==> src/rtl/key_event_arbiter.sv <==
// Two-channel keyboard event arbiter: per-channel FIFOs with drop counters feeding one
// registered output with round-robin selection when both channels have pending events.
module key_event_arbiter #(
   parameter int unsigned DEPTH = 4
) (
   input  logic       clk,
   input  logic       nRST,
   input  logic       keyReadyA,
   input  logic [7:0] savedByteA,
   input  logic       keyReadyB,
   input  logic [7:0] savedByteB,
   input  logic       outReady,
   output logic       outValid,
   output logic [7:0] outByte,
   output logic       outSource,
   output logic [7:0] dropCountA,
   output logic [7:0] dropCountB,
   output logic       busy
);

   localparam int unsigned PW = $clog2(DEPTH);
   localparam int unsigned CW = PW + 1;
   localparam logic [CW-1:0] FULL = CW'(DEPTH);

   logic [7:0]    memA [DEPTH];
   logic [7:0]    memB [DEPTH];
   logic [PW-1:0] wrPtrA, rdPtrA, wrPtrB, rdPtrB;
   logic [CW-1:0] cntA, cntB;
   logic          lastGrant;  // 0 = A, 1 = B

   logic notEmptyA, notEmptyB, fullA, fullB;
   logic loadOut, popA, popB, pushA, pushB, dropA, dropB;
   logic [7:0] headByte;

   always_comb begin
      notEmptyA = (cntA != '0);
      notEmptyB = (cntB != '0);
      fullA     = (cntA == FULL);
      fullB     = (cntB == FULL);
      loadOut   = (!outValid || outReady) && (notEmptyA || notEmptyB);
      // With both pending, serve the channel that was not granted last time.
      popA      = loadOut && notEmptyA && (!notEmptyB || lastGrant);
      popB      = loadOut && notEmptyB && !popA;
      pushA     = keyReadyA && (!fullA || popA);
      pushB     = keyReadyB && (!fullB || popB);
      dropA     = keyReadyA && fullA && !popA;
      dropB     = keyReadyB && fullB && !popB;
      headByte  = popA ? memA[rdPtrA] : memB[rdPtrB];
      busy      = notEmptyA || notEmptyB || outValid;
   end

   // Storage is not reset; occupancy counters alone define validity.
   always_ff @(posedge clk) begin
      if (pushA) memA[wrPtrA] <= savedByteA;
      if (pushB) memB[wrPtrB] <= savedByteB;
   end

   always_ff @(posedge clk or negedge nRST) begin
      if (!nRST) begin
         wrPtrA     <= '0;
         rdPtrA     <= '0;
         wrPtrB     <= '0;
         rdPtrB     <= '0;
         cntA       <= '0;
         cntB       <= '0;
         lastGrant  <= 1'b1;
         outValid   <= 1'b0;
         outByte    <= 8'h00;
         outSource  <= 1'b0;
         dropCountA <= 8'h00;
         dropCountB <= 8'h00;
      end else begin
         if (pushA) wrPtrA <= wrPtrA + 1'b1;
         if (popA)  rdPtrA <= rdPtrA + 1'b1;
         if (pushB) wrPtrB <= wrPtrB + 1'b1;
         if (popB)  rdPtrB <= rdPtrB + 1'b1;
         cntA <= cntA + CW'(pushA) - CW'(popA);
         cntB <= cntB + CW'(pushB) - CW'(popB);

         if (popA && notEmptyB)      lastGrant <= 1'b0;
         else if (popB && notEmptyA) lastGrant <= 1'b1;

         if (loadOut) begin
            outValid  <= 1'b1;
            outByte   <= headByte;
            outSource <= popB;
         end else if (outReady) begin
            outValid <= 1'b0;
         end

         if (dropA && dropCountA != 8'hFF) dropCountA <= dropCountA + 8'd1;
         if (dropB && dropCountB != 8'hFF) dropCountB <= dropCountB + 8'd1;
      end
   end

endmodule

==> config.mk <==
export PLATFORM = sky130hd
export DESIGN_NAME = key_event_arbiter
export DESIGN_NICKNAME = d
export VERILOG_FILES = /design/src/rtl/key_event_arbiter.sv
export SDC_FILE = /design/constraint.sdc
export NUM_CORES = 1
export LEC_CHECK = 0
export CAP_MARGIN = 20
export CORE_MARGIN = 1.5
export CORE_UTILIZATION = 40
export DETAILED_ROUTE_END_ITERATION = 8
export PLACE_DENSITY = 0.57
export SYNTH_ARGS = -nofsm -noshare
export SYNTH_HDL_FRONTEND = slang
export SYNTH_SLANG_ARGS = --single-unit
==> constraint.sdc <==
create_clock -name clk -period 5.45 [get_ports clk]
set_clock_uncertainty 0.15 [all_clocks]
set_input_delay 1.3625 -clock clk [delete_from_list [all_inputs] [get_ports clk]]
set_output_delay 1.3625 -clock clk [all_outputs]
set_load 0.02 [all_outputs]
==> metrics list, run 1 <==
* Worst reg2reg startpoint: cntA[1]
* TritonCTS Buffers: 9
* Final routed DRC violation total: 0
- RSZ-0062 raised after global routing: false
- The H-tree was split into 3 levels.
* Standard-cell row count: 38
* Required time reported for the critical path endpoint: 5.55 ns
* Total Wirelength: 7790 µm
* Number of instances in the synthesized netlist: 288
- Combinational cells account for 32.7% of the total power.
- DP Wirelength: 5450 µm
- For this design the total switching power over the nets is 884 µW.
* Static power due to leakage: 1.98 nW
- Total vias in the final route: 2458
- Width of the die: 108 µm
* Number of setup violations in the final report: 0
* Synth Area in XOR/XNOR: 4.53%
* Max IR drop VDD: 219 µV
* Multiplexer fraction of the synthesized cell area: 9.46%
* Crit path capture: cntA[2]
- Fill cells in the final layout number 957.
- Clock insertion delay at the later pin of the skew report: 0.36 ns
- Clock-pin slew was measured on the worst setup and hold paths at 0.10 ns.
- Area fraction of the dominant cell type after synthesis: 43.2%
* Final Core Density: 48.3%
* Min Tclk post-route: 4.05 ns
* Highest cell delay on the worst timing path: 0.45 ns
- Synthesis instantiated 41 different standard cells from the library.
- List of cells traversed by the critical path: clkdlybuf4s50_1 > nand2b_1 > o211ai_2 > inv_2 > o21ai_1 > ha_1 > inv_1 > ha_1 > inv_1 > fa_1 > xnor2_1 > xnor2_1
* First-pass GRT wire length: 12800 µm
* Status: finished clean
- Once layout is done, the placed cells without fillers occupy 0.00524 mm².
- The synthesized netlist devotes 3.29% of its cell area to compound gates.
* Clock tree buffer depth: 2
* Worst hold stages: 1
- Total inserted antenna cells: 0
- Top cells by area in the synthesized netlist: sky130_fd_sc_hd__edfxtp_1 (43%), sky130_fd_sc_hd__dfrtp_1 (23%), sky130_fd_sc_hd__mux4_2 (8.1%), sky130_fd_sc_hd__ha_1 (3.9%), sky130_fd_sc_hd__xnor2_1 (3.5%)
- Portion of the clock cycle consumed by the worst path in the final layout: 74.4%
- In this run, flip-flops and latches consume 49.5% of the power.
- For the pin with the worst max-slew slack, the measured transition is 0.932 ns.
- Once placement finished, the instance area stood at 0.00505 mm².
* Average routed wire per standard cell: 16.2 µm
- For this run, the number of Yosys warnings is 0.
- Fraction of final layout cells sized beyond drive strength 1: 12.9%
* Number of nets in the layout: 374
- Data arrival, critical path: 4.15 ns
- STA classifies the critical path endpoint as a flip-flop.
* Highest clock rate: 247 MHz
- Of the total power, the share spent switching nets is 34.6%.
- Buffers placed on the I/O ports in this run total 47.
- TritonCTS clock tree: done
* Worst-path cell with the longest stage delay: sky130_fd_sc_hd__clkdlybuf4s50_1
- Relative contribution of the clock network to total power: 17.8%
- Grt total ovfl: 0
- From synthesis to final layout, the design area changed by 17.8%.
- The mapped netlist covers 0.00445 mm².
- Total power after layout: 2.56 mW
- Gp weighted congestion: 0.735
* Synth Flop Type: sky130_fd_sc_hd__edfxtp_1
- Across all setup checks in the final design, the least slack found is 1.40 ns.
* Final Hold Violating Endpoints: 0
- Global routing usage summed across all routing layers: 14.6%
- Post-CTS timing repair inserted 0 buffers for setup.
* Proportion of synthesized chip area in sequential cells: 66.3%
* Via count of the first global-routing pass: 2497
* Worst-case setup slack after placement: 0.991 ns
- Synth async-reset ratio: 39.0%
- In this run the worst setup path begins at outReady.
- Max-capacitance violation count: 0
- Combinational family with the most area after synthesis: multiplexers
* Count of instances resized after the clock tree is built: 0
- For this design, the sink count on the clock tree is 105.
- Pwr per Cell Area: 489 mW/mm²
- In this run the critical register-to-register path is captured at cntA[2].
- Count of TritonRoute iterations in the first routing pass: 4
- Multi-input combinational cell area: 0.00140 mm²
- In this run, synthesis produced a sequential element count of 105.
* Classification of the worst setup path: in2reg
- The die covers 0.0118 mm².
- Of all nets on the critical path, the largest fanout is 18.
- The initial utilization of the core area, before any placement, comes to 41.0%.
- Class of the worst hold path: reg2reg
* Reg2reg setup slack: 2.34 ns
* R2R depth: 11
- Setup_tns: 0 ns
* Number of DRC violations after detailed-routing iteration 0: 116
- After detailed routing, the number of vias per cell comes to 5.10.
* Root buf cell: sky130_fd_sc_hd__clkbuf_8
- Simple-gate area share of the yosys netlist: 9.40%
- Cell accounting for the most synthesized area: sky130_fd_sc_hd__edfxtp_1
- The worst setup path is launched from an input port.
* Antenna Violating Nets Remaining: 0
* Area used by sequential logic in the layout: 0.00295 mm²
* Placeable core region: 0.0108 mm²
- Internal power comes to 1.67 mW.
* Adder-cell share of the synthesized area: 4.84%
* Post-synth EDFFs: 64
- 48 I/O pins were placed.
* Initial antenna violation count: 0
* Worst-case headroom to the max-slew limit: 37.9%
- Maximum number of pins on one net before global-route repair: 42
- Synthesized area divided by synthesized cell count: 15.4 µm²
- Measured along the y axis, the die boundary spans 108 µm.
- The number of max-slew violations in the final report is 0.
* Hold buffer count at cts: 0
- The number of nets handed over by synthesis was 325.
## cell usage after synthesis (4+ instances only)
library cell	number
sky130_fd_sc_hd__a31oi_1	8
sky130_fd_sc_hd__and3_1	12
sky130_fd_sc_hd__buf_2	4
sky130_fd_sc_hd__dfrtp_1	40
sky130_fd_sc_hd__edfxtp_1	64
sky130_fd_sc_hd__ha_1	14
sky130_fd_sc_hd__inv_1	14
sky130_fd_sc_hd__mux2_2	4
sky130_fd_sc_hd__mux4_2	16
sky130_fd_sc_hd__nand2_1	26
sky130_fd_sc_hd__nand3_1	9
sky130_fd_sc_hd__nor2_1	10
sky130_fd_sc_hd__nor3_1	4
sky130_fd_sc_hd__xnor2_1	18
sky130_fd_sc_hd__xor2_1	5
## worst max-delay path: cells and delay by family
family	cells	cell delay, ns
AND/OR/NAND/NOR	1	0.31
adder cells (fa/ha/maj)	3	0.82
buffers and inverters	4	0.89
XOR/XNOR	2	0.26
AO/OA/AOI/OAI	2	0.52
## worst min-delay path by stage
stage,startpoint,end,slack [ns]
6_report,lastGrant,lastGrant,0.37
5_1_grt,lastGrant,lastGrant,0.39
4_1_cts,lastGrant,lastGrant,0.38
3_5_place_dp,lastGrant,lastGrant,0.36
3_3_place_gp,lastGrant,lastGrant,0.34
2_1_floorplan,lastGrant,lastGrant,0.33
## power groups by stage
stage	combinational, mW	sequential [mW]	clock (mW)
global placement	0.843	1.29	0
CTS	0.859	1.28	0.473
global route	0.934	1.30	0.504
floorplan	0.582	1.25	0
finish	0.836	1.27	0.455
detailed placement	0.857	1.29	0
## cells in the final DEF (no fill, tap or decap), types with 4 or more instances in the layout
master,instances
sky130_fd_sc_hd__a31oi_1,8
sky130_fd_sc_hd__and3_1,12
sky130_fd_sc_hd__clkbuf_8,9
sky130_fd_sc_hd__clkdlybuf4s50_1,46
sky130_fd_sc_hd__dfrtp_1,40
sky130_fd_sc_hd__edfxtp_1,64
sky130_fd_sc_hd__ha_1,14
sky130_fd_sc_hd__inv_1,14
sky130_fd_sc_hd__mux2_2,4
sky130_fd_sc_hd__mux4_2,16
sky130_fd_sc_hd__nand2_1,26
sky130_fd_sc_hd__nand3_1,9
sky130_fd_sc_hd__nor2_1,10
sky130_fd_sc_hd__nor3_1,4
sky130_fd_sc_hd__xnor2_1,18
sky130_fd_sc_hd__xor2_1,5
## logic make-up after synthesis
kind of cell | Yosys count
compound gates | 19
mux | 21
simple gates | 80
xor+xnor | 23
flops | 105
fa+ha+maj | 16
buf+inv | 24
## layout make-up
| cell class | instances | share of cell area (%) |
|---|---|---|
| clock buffer | 9 | 2.37 |
| clock inverter | 7 | 1.22 |
| multi-input combinational | 159 | 26.8 |
| tap | 140 | 3.35 |
| timing repair buffer | 47 | 8.89 |
| sequential | 105 | 56.3 |
| inverter | 15 | 1.08 |
## registers in the layout, indices dropped and copies added, names as in the netlist
register and cells:
outSource 1, rdPtrB 2, memA 32, cntB 3, dropCountB 8, lastGrant 1
dropCountA 8, wrPtrB 2, outByte 8, memB 32, cntA 3, wrPtrA 2
outValid 1, rdPtrA 2
## metal layers
metal	wire length [µm]	global-route usage (%)
met5	0	0
met2	3770	23.9
met4	111	5.36
met3	261	2.77
met1	3650	19.4
## metrics by stage
| stage | std cells | hold slack [ns] |
|---|---|---|
| after global placement | 466 | 0.344 |
| after detailed placement | 466 | 0.357 |
| final | 482 | 0.372 |
| after CTS | 482 | 0.377 |
| after floorplan | 288 | 0.333 |
| after global routing | 482 | 0.390 |
(Power assumes the default switching activity.)
==> inputs of run 2 (changes only) <==
- PLACE_DENSITY: 0.57 -> 0.59
- clock period: 5.45 -> 3.35 ns (I/O delays scaled with it)
==> metrics list, run 2 (synthesis results as in run 1) <==
* Standard-cell row count: 38 (unchanged)
- Die Ht: 108 µm (unchanged)
* Number of nets in the layout: 382 (+2.1%)
- Static timing analysis puts the maximum clock frequency at 310 MHz.
* Most common library cell in the layout ignoring fill and taps: sky130_fd_sc_hd__edfxtp_1
- Max-slew violation total from the final report: 0 (unchanged)
- The endpoint identified for the worst register-to-register timing path is cntB[2].
- RSZ-0062 raised after global routing: false
- Count of instances resized after the clock tree is built: 0 (unchanged)
- Buffers on Ports: 47 (unchanged)
* Final WS setup: 0.126 ns (-1.27 ns)
- The clock latency on the worst-skew pair is 0.37 ns (about the same).
- The number of clock sinks seen by CTS came to 105 (unchanged).
- Startpoint types: flip-flop
- Antenna Violating Nets Remaining: 0 (unchanged)
* Slew of the pin with the lowest slew margin: 0.930 ns (-0.00143 ns)
- Total inserted antenna cells: 0 (unchanged)
- In the layout the commonest cells are sky130_fd_sc_hd__edfxtp_1 (64), sky130_fd_sc_hd__clkdlybuf4s50_1 (46), sky130_fd_sc_hd__dfrtp_1 (40), sky130_fd_sc_hd__nand2_1 (26), sky130_fd_sc_hd__xnor2_1 (18).
* Portion of the clock cycle consumed by the worst path in the final layout: 96.3%
- The initial standard-cell utilization of the core is 41.0% (unchanged).
- Number of I/O pins: 48 (unchanged)
- Final routed DRC violation total: 0 (unchanged)
- Clock tree buffer depth: 2 (unchanged)
* TritonCTS Buffers: 9 (unchanged)
- Reg2reg setup slack: 0.66 ns (-1.68 ns)
- Registers with the most flip-flops: memA: 32 flops, memB: 32 flops
- Number of buffers inserted to repair setup after CTS: 0 (unchanged)
* Final worst hold slack: 0.361 ns (-0.0106 ns)
- The tree is rooted in a sky130_fd_sc_hd__clkbuf_8.
- Beginning of the critical path: cntB[1]
* Initial antenna violation count: 0 (unchanged)
* Static power due to leakage: 2.00 nW (+1.3%)
- The critical path ends at busy.
- Data arrival, critical path: 2.24 ns (-1.91 ns)
- Average routed wire per standard cell: 16.2 µm (+0.41%)
- Final Hold Violating Endpoints: 0 (unchanged)
- Grt total ovfl: 0 (unchanged)
* Total Wirelength: 7950 µm (+2.1%)
- Class of the worst hold path: reg2reg
- The maximum number of pins on one net before global-route repair is 42 (unchanged).
- The post-route total power was 4.20 mW (+64%).
- H-Tree Depth: 3 (unchanged)
* Via count of the first global-routing pass: 2559 (+2.5%)
* Final Core Density: 48.8% (+0.47 points)
- Min Tclk post-route: 3.22 ns
- TritonCTS built the clock tree.
- The number of DRC markers in iteration 0 was 64 (-45%).
- Detail-routed via count per cell: 5.12 (+0.37%)
- DP Wirelength: 5520 µm (+1.3%)
* Number of setup violations in the final report: 0 (unchanged)
- Worst reg2reg startpoint: lastGrant
- The die span in x is 108 µm (unchanged).
- The required time reported for the critical path endpoint came to 2.36 ns (-3.19 ns).
- Fraction of final layout cells sized beyond drive strength 1: 14.6% (+1.7 points)
- Die ar.: 0.0118 mm² (unchanged)
* Signed area change from the synthesized netlist to the final layout: 18.9%
- The number of max-cap violations came to 0 (unchanged).
* Worst-case headroom to the max-slew limit: 38.0% (+0.095 points)
- The combined global-route utilization of all metal layers came to 14.7% (+0.13 points).
- Status: finished clean
- The wire length of the first global-routing pass is 12800 µm (+0.22%).
- The highest ir drop seen on vdd came to 378 µV (+73%).
- The maximum fanout count along the critical path came to 6 (-12).
- Endpoint kind of the worst setup timing path: output port
- The worst setup path is of the reg2out kind.
- Total vias in the final route: 2508 (+2.0%)
* Pwr per Cell Area: 795 mW/mm² (+63%)
- The depth of the worst register-to-register path came to 11 (unchanged).
* Clock-pin slew of the registers on the worst-case setup and hold paths: 0.10 ns (about the same)
- The area of the placeable core is 0.0108 mm² (unchanged).
- The routability congestion estimate was 0.765 (+4.1%).
- Hold buffer count at cts: 0 (unchanged)
- The worst-case setup slack after placement came to -0.0285 ns (-1.02 ns).
- The first-pass iteration count of the detailed router is 4 (unchanged).
[run 2: critical path: stages (launching register included)]
cell and delay [ns]:
sky130_fd_sc_hd__dfrtp_1 0.45, sky130_fd_sc_hd__or3_1 0.49, sky130_fd_sc_hd__or3_1 0.39, sky130_fd_sc_hd__clkdlybuf4s50_1 0.54
[run 2: power by group]
| part | internal (mW) | switching [mW] |
|---|---|---|
| Sequential | 1.75 | 0.323 |
| Combinational | 0.727 | 0.674 |
| Clock | 0.280 | 0.449 |
| Total | 2.75 | 1.45 |
[run 2: how the worst min path moves through the flow]
stage / from / to / slack, ns / depth (start not counted)
after floorplan: lastGrant / lastGrant / 0.33 / 1
after global placement: lastGrant / lastGrant / 0.35 / 1
after detailed placement: lastGrant / lastGrant / 0.35 / 1
after CTS: lastGrant / lastGrant / 0.36 / 1
after global routing: lastGrant / lastGrant / 0.39 / 1
final: lastGrant / lastGrant / 0.36 / 1
[run 2: cell type report]
type,count,area [µm²]
Inverter,15,56.3
Multi-Input combinational cell,159,1400
Timing Repair Buffer,55,526
Fill cell,983,5550
Tap cell,140,175
Clock buffer,10,128
Sequential cell,105,2950
Clock inverter,6,51.3
[run 2: routing by layer]
metal	up-vias	wire length, µm	global-route usage, %
met3	9	255	2.47
met1	1269	3690	18.8
met2	49	3870	24.7
li1	1181	-	-
met4	0	138	6.58
met5	-	0	0
[run 2: per-stage QoR]
stage / area, µm² / setup TNS, ns / cells
3_5_place_dp: 5110 / -0.0285 / 474
2_1_floorplan: 4450 / 0 / 288
4_1_cts: 5290 / 0 / 490
5_1_grt: 5290 / 0 / 490
3_3_place_gp: 5110 / -0.00314 / 474
6_report: 5290 / 0 / 490
==> inputs of run 3 (changes only) <==
- TNS_END_PERCENT: default -> 5
==> results of run 3 <==
Same layout as run 2: the final DEF is identical, and so are final timing and power.
